[config.mk]
export PLATFORM = sky130hd
export DESIGN_NAME = chromosome_mutator
export DESIGN_NICKNAME = d
export VERILOG_FILES = /design/src/rtl/chromosome_mutator.sv
export SDC_FILE = /design/constraint.sdc
export NUM_CORES = 1
export LEC_CHECK = 0
export ABC_AREA = 1
export BUFFER_PORTS_ARGS = -buffer_cell sky130_fd_sc_hd__buf_2
export CAP_MARGIN = 20
export CORE_UTILIZATION = 39
export DETAILED_ROUTE_END_ITERATION = 10
export PLACE_DENSITY_LB_ADDON = 0.1
export SLEW_MARGIN = 30
export SYNTH_ARGS = -nofsm -noshare
export SYNTH_HDL_FRONTEND = slang
export SYNTH_SLANG_ARGS = --single-unit
[constraint.sdc]
create_clock -name clk -period 1.51 [get_ports clk]
set_input_delay 0.0755 -clock clk [delete_from_list [all_inputs] [get_ports clk]]
set_output_delay 0.0755 -clock clk [all_outputs]
set_load 0.02 [all_outputs]
[src/rtl/chromosome_mutator.sv]
// Mutation stage: consumes Attempts random words per chromosome, each possibly flipping one bit.
// Optional MUTATOR_COUNT_EN adds a mutation_count output tallying performed flips.
module chromosome_mutator #(
    parameter int Width      = 8,
    parameter int IndexWidth = 4,
    parameter int Attempts   = 4
) (
    input  logic                          clk,
    input  logic                          rst,
    input  logic                          in_valid,
    output logic                          in_ready,
    input  logic [2**IndexWidth-1:0]      in_chromosome,
    input  logic [Width-IndexWidth-1:0]   rate,
    input  logic [Width-1:0]              random,
    output logic                          random_ce,
    output logic                          out_valid,
    input  logic                          out_ready,
`ifdef MUTATOR_COUNT_EN
    output logic [7:0]                    mutation_count,
`endif
    output logic [2**IndexWidth-1:0]      out_chromosome
);

    localparam int ChromWidth = 2**IndexWidth;

    typedef enum logic [1:0] {IDLE, MUTATE, DONE} state_t;

    state_t                  state_reg, state_next;
    logic [7:0]              attempt_reg;
    logic [ChromWidth-1:0]   chrom_reg;
    logic [IndexWidth-1:0]   index;
    logic [Width-IndexWidth-1:0] draw;
    logic                    flip;
    logic                    last_attempt;
    logic [ChromWidth-1:0]   flip_mask;

    assign index        = random[IndexWidth-1:0];
    assign draw         = random[Width-1:IndexWidth];
    assign flip         = (state_reg == MUTATE) && (draw < rate);
    assign last_attempt = (attempt_reg == 8'(Attempts - 1));

    // One-hot mask of the bit selected by this attempt, empty when no flip.
    generate
        for (genvar gi = 0; gi < ChromWidth; gi++) begin : g_mask
            assign flip_mask[gi] = flip && (index == IndexWidth'(gi));
        end
    endgenerate

    always_comb begin
        state_next = state_reg;
        in_ready   = 1'b0;
        random_ce  = 1'b0;
        out_valid  = 1'b0;
        case (state_reg)
            IDLE: begin
                in_ready = 1'b1;
                if (in_valid) state_next = MUTATE;
            end
            MUTATE: begin
                random_ce = 1'b1;
                if (last_attempt) state_next = DONE;
            end
            DONE: begin
                out_valid = 1'b1;
                if (out_ready) state_next = IDLE;
            end
            default: state_next = IDLE;
        endcase
    end

    always_ff @(posedge clk or posedge rst) begin
        if (rst) begin
            state_reg <= IDLE;
        end else begin
            state_reg <= state_next;
        end
    end

    always_ff @(posedge clk or posedge rst) begin
        if (rst) begin
            attempt_reg <= 8'd0;
            chrom_reg   <= '0;
        end else if (state_reg == IDLE && in_valid) begin
            attempt_reg <= 8'd0;
            chrom_reg   <= in_chromosome;
        end else if (state_reg == MUTATE) begin
            attempt_reg <= attempt_reg + 8'd1;
            chrom_reg   <= chrom_reg ^ flip_mask;
        end
    end

    assign out_chromosome = chrom_reg;

`ifdef MUTATOR_COUNT_EN
    logic [7:0] mutation_count_reg;

    always_ff @(posedge clk or posedge rst) begin
        if (rst) begin
            mutation_count_reg <= 8'd0;
        end else if (state_reg == IDLE && in_valid) begin
            mutation_count_reg <= 8'd0;
        end else if (flip) begin
            mutation_count_reg <= mutation_count_reg + 8'd1;
        end
    end

    assign mutation_count = mutation_count_reg;
`endif

endmodule
# After elaboration in Yosys (flattened, before gate mapping)
# Index checks and enable logic that the tools add are counted.
word_totals:
  inputBits: 32
  ff_bits: 26
  output_inout_bits: 19
  elab_cells: 60
classes:
  eq_ne: 21
  magnitude_cmp: 1
  n_reduce_logical: 22
  mux: 11
  addsub: 1
  bitwise: 1
ops:
  columns: ["op", "count"]
  rows:
  - ["== test 4 bit, second input constant", 8]
  - ["2-to-1 mux 16 bit", 2]
  - ["logical AND 1 bit", 18]
  - ["== test 4 x 3 -> 1 bit, second input constant", 4]
  - ["2-to-1 mux 8 bit", 2]
  - ["bitwise XOR 16 bit", 1]
  - ["adder 8 x 1 -> 8 bit, second input constant", 1]
  - ["== test 4 x 2 -> 1 bit, second input constant", 2]
  - ["== test 8 x 2 -> 1 bit, second input constant", 1]
  - ["2-to-1 mux 2 bit", 3]
  - ["inequality test 2 bit, second input constant", 3]
  - ["case mux 2 bit (3 select lines)", 1]
  - ["== test 4 x 1 -> 1 bit, second input constant", 1]
  - ["zero test 4 bit", 1]
  - ["less-than comparator 4 bit", 1]
  - ["2-to-1 mux 1 bit", 3]
  - ["AND reduction 3 bit", 1]
  - ["== test 2 x 1 -> 1 bit, second input constant", 1]
  - ["== test 2 bit, second input constant", 1]
  - ["zero test 2 bit", 1]
  - ["nonzero test 2 bit", 1]

# Longest topological paths before layout
logic_depth:
  depth_word: 6
  depth_mapped: 10
  depth_no_buf: 9

# Least setup slack after synthesis
# OpenSTA, ideal clock, no wires.
synth_timing:
  path_type: "in2reg"
  startpoint: "input rate[3]"
  endpoint: "register chrom_reg[10], in the netlist out_chromosome[10]"
  t_arrival_ps: 1015
  setup_time_ps: 117
  t_required_ps: 1393
  path_slack_ps: 377
  path_stages: 9
  path_cell_list: "inv_1 -> ha_1 -> nand2_1 -> inv_1 -> nor2_4 -> buf_6 -> nand4_1 -> nand3_1 -> nand2_1"
synth_between:
  elab_chain_cells: 6
synth_lines:
  columns: ["element", "line_no", "rtl"]
  rows:
  - ["start, declared", "13", "input logic [Width-IndexWidth-1:0] rate,"]
  - ["less-than comparator 4 bit", "39", "assign flip = (state_reg == MUTATE) && (draw < rate);"]
  - ["logical AND 1 bit", "39", null]
  - ["logical AND 1 bit", "45", "assign flip_mask[gi] = flip && (index == IndexWidth'(gi));"]
  - ["bitwise XOR 16 bit", "88", "chrom_reg <= chrom_reg ^ flip_mask;"]
  - ["2-to-1 mux 16 bit", "86", "end else if (state_reg == MUTATE) begin"]
  - ["2-to-1 mux 16 bit", "83", "end else if (state_reg == IDLE && in_valid) begin"]
  - ["end signal, assigned", "85", "chrom_reg <= in_chromosome;"]
  - ["end signal, assigned", "88", null]
  - ["end, declared", "30", "logic [ChromWidth-1:0] chrom_reg;"]
# No other way between the ends. The select of a mux whose other input is x is not followed.
# A chain may end at the register's enable or synchronous reset.

# Final worst setup path
layout_timing:
  startpoint: "register state_reg[1]"
  endpoint: "output random_ce"
layout_between:
  elab_chain_cells: 2
layout_lines:
  columns: ["element", "line_no", "rtl"]
  rows:
  - ["start, declared", "28", "state_t state_reg, state_next;"]
  - ["start signal, assigned", "75", "state_reg <= state_next;"]
  - ["== test 2 x 1 -> 1 bit", "54", "case (state_reg)"]
  - ["2-to-1 mux 1 bit", "54", null]
  - ["end, declared", "15", "output logic random_ce,"]
# No other way between the ends.

==> run_results.csv <==
group,metric,value,unit
power,power_leakage,1.24,nW
critical_path,cp.arrival,1.27,ns
global_route,grt_pass1_wl,6300,µm
min_path,hold_path.class,"primary input to flip-flop",
clocking,cts_setup_buffers,0,
floorplanning,core-area,0.00412,mm²
sta,min_period_over_period,88.8,%
critical_path,crit_top_cell,"inv_2",
power,seqPwrFrac,34.1,%
run,drv_cap,0,
floorplanning,die_h,68.2,µm
sta,tns,0,ns
sta,hold_ws,0.0106,ns
power,p_sw,0.00173,W
sta,setup_violations,0,
layout,drive_above_1_share,21.3,%
layout,largest_reg_flops,16,
synthesis,synth-seq-cells,26,
floorplanning,rows,23,
run_status,outcome,"complete, no violations",
sta,hold_violations,0,
drt,drc,0,
drt,ant_nets,0,
floorplanning,ioPinCount,51,
floorplanning,die_w,68.2,µm
synthesis,syn_nets,288,
clocking,cts_root_buf,"clkbuf_8",
critical_path,worst_setup_path_end_kind,"output port",
global_route,grt_overflow,0,
critical_path,critPathMaxStageDelay,0.38,ns
drt,wl_per_cell,10.9,µm
layout,diodes,0,
clocking,cts_tree,"yes",
global_route,antenna_found_initial,0,
drt,dr.pass1.iters,6,
sta,slew_viol_final,0,
layout,layout.nets,352,
floorplanning,die_area,0.00465,mm²
critical_path,crit_fanout,9,
synthesis,synth_top_area_share,38.0,%
sta,max_freq,745,MHz
clocking,clk_latency,0.27,ns
critical_path,cpMaxStageDelayCell,"dfrtp_1",
clocking,numCtsBuffers,3,
sta,finClkSkew,0.00273,ns
critical_path,critPathKind,"flip-flop to output port",
clocking,clkSinkCount,26,
global_route,grt_util_all_layers,18.1,%
drt,via_per_inst,4.67,
power,p_clk_share,12.8,%
critical_path,worst_setup_path_start_kind,"flip-flop",
global_route,grt_pass1_vias,1455,
sta,rsz0062_at_grt,"no",
synthesis,syn_area_per_cell,6.79,µm²
power,power.share.combinational,53.0,%
clocking,clk_pin_slew,0.10,ns
drt,via_count,1704,
power,p_sw_share,47.3,%
synthesis,synth_cell_type_count,19,
synthesis,synth_top_area_cell,"dfrtp_1",
synthesis,synth_cells,252,
synthesis,yosysSeqAreaShare,38.0,%
drt,wl,3980,µm
drt,drt_iter0_drc,50,
clocking,cts_resized,0,
placed_design,place_congestion,0.812,
floorplanning,start_util,41.6,%
synthesis,synthTopCellsByArea,"dfrtp_1, nand2_1, nand3_1",
clocking,cts_buffer_depth,2,
power,ir_drop,556,µV
clocking,cts_max_level,1,
critical_path,worstPathRequired,1.43,ns
synthesis,syn-cell-area,0.00171,mm²
critical_path,crit_chain,"inv_2 -> nand2_1 -> inv_2 -> buf_2",
placed_design,dpl.hpwl,2820,µm
power,internal_power,0.00192,W
sta,tightest_slew,0.353,ns
sta,period_needed,1.34,ns
critical_path,rrSetupSlack,0.25,ns
global_route,grt_max_degree,33,
sta,timing.slew.headroom,76.5,%
power,p_per_area,1660,mW/mm²
layout,syn_to_final_growth,28.7,%
placed_design,io_buffers,50,
clocking,cts_hold_buffers,12,
synthesis,synth_warnings,0,
-- cells in the final DEF, fill, tap and decap left out, types with 2 or more instances in the layout --
master	n
buf_12	2
nand4_1	18
inv_2	4
buf_4	3
o22ai_1	2
dfrtp_1	26
clkbuf_8	4
o21ai_0	5
inv_1	38
nor2_1	23
ha_1	4
nand3_1	38
nand2_1	78
dlygate4sd3_1	13
buf_2	50
-- final timing paths --
| check | from | endpoint | cells past startpoint |
|---|---|---|---|
| min reg2reg | attempt_reg[0]$_DFFE_PP0P_ | attempt_reg[0]$_DFFE_PP0P_ | 1 |
| max | state_reg[1]$_DFFE_PP0P_ | random_ce | 4 |
| max reg2reg | attempt_reg[0]$_DFFE_PP0P_ | attempt_reg[6]$_DFFE_PP0P_ | 6 |
| max in group asynchronous | rst | out_chromosome[9]$_DFFE_PP0P_ | 4 |
| min in group asynchronous | rst | out_chromosome[2]$_DFFE_PP0P_ | 4 |
| min | in_chromosome[1] | out_chromosome[1]$_DFFE_PP0P_ | 3 |
-- critical path, delay by kind of cell, from the launching register on --
| family | cells | cell delay [ns] |
|---|---|---|
| buffers and inverters | 3 | 0.46 |
| flip-flops | 1 | 0.38 |
| AND/OR/NAND/NOR | 1 | 0.15 |
-- cells by family (layout without fill, tap and decap cells) --
logic type	after synthesis	count (layout)	synth area share, %
flip-flops	26	26	38.0
buffers and inverters	51	114	13.3
XOR/XNOR	1	1	0.512
multiplexers	1	1	0.658
AO/OA/AOI/OAI	8	8	2.49
AND/OR/NAND/NOR	161	161	42.1
adder cells (fa/ha/maj)	4	4	2.93
-- layer usage --
metal | part of all wire [%] | global-route usage, % | vias up
met5 | 0 | 0 | -
met4 | 1.2 | 6.25 | 0
met3 | 2.8 | 2.50 | 4
met2 | 43 | 28.1 | 34
met1 | 53 | 25.7 | 739
li1 | - | - | 927
-- metrics by stage --
step	area, µm²	utilization [%]	power, W	cells	worst slack [ns]
2_1_floorplan	1710	-	0.00264	252	0.377
3_3_place_gp	2020	49.0	0.00315	348	0.231
3_5_place_dp	2020	49.0	0.00319	348	0.222
4_1_cts	2190	53.2	0.00368	364	0.158
5_1_grt	2200	53.5	0.00399	365	0.0716
6_report	2200	53.5	0.00365	365	0.168
-- cells in the mapped netlist (all sizes together) --
cell   number
a21oi       1
buf         9
nor2       24
o22ai       2
nand4      18
xnor2       1
ha          4
nand3      39
nor3        1
inv        42
o21ai       5
mux2        1
dfrtp      26
nand2      79
-- area by class of cell --
class	count	area, µm²
Inverter	42	158
Sequential cell	26	651
Timing Repair Buffer	68	443
Clock buffer	4	55.1
Fill cell	407	1910
Tap cell	50	62.6
Multi-Input combinational cell	175	832
-- power by group through the flow --
stage          Clock (W)  Combinational (W)  Sequential (W)
2_1_floorplan          0            0.00115         0.00149
6_report        0.000468            0.00193         0.00125
5_1_grt         0.000511            0.00219         0.00129
3_3_place_gp           0            0.00189         0.00126
4_1_cts         0.000484            0.00195         0.00125
3_5_place_dp           0            0.00193         0.00126
Note: power is estimated with default switching activity, not from simulation.
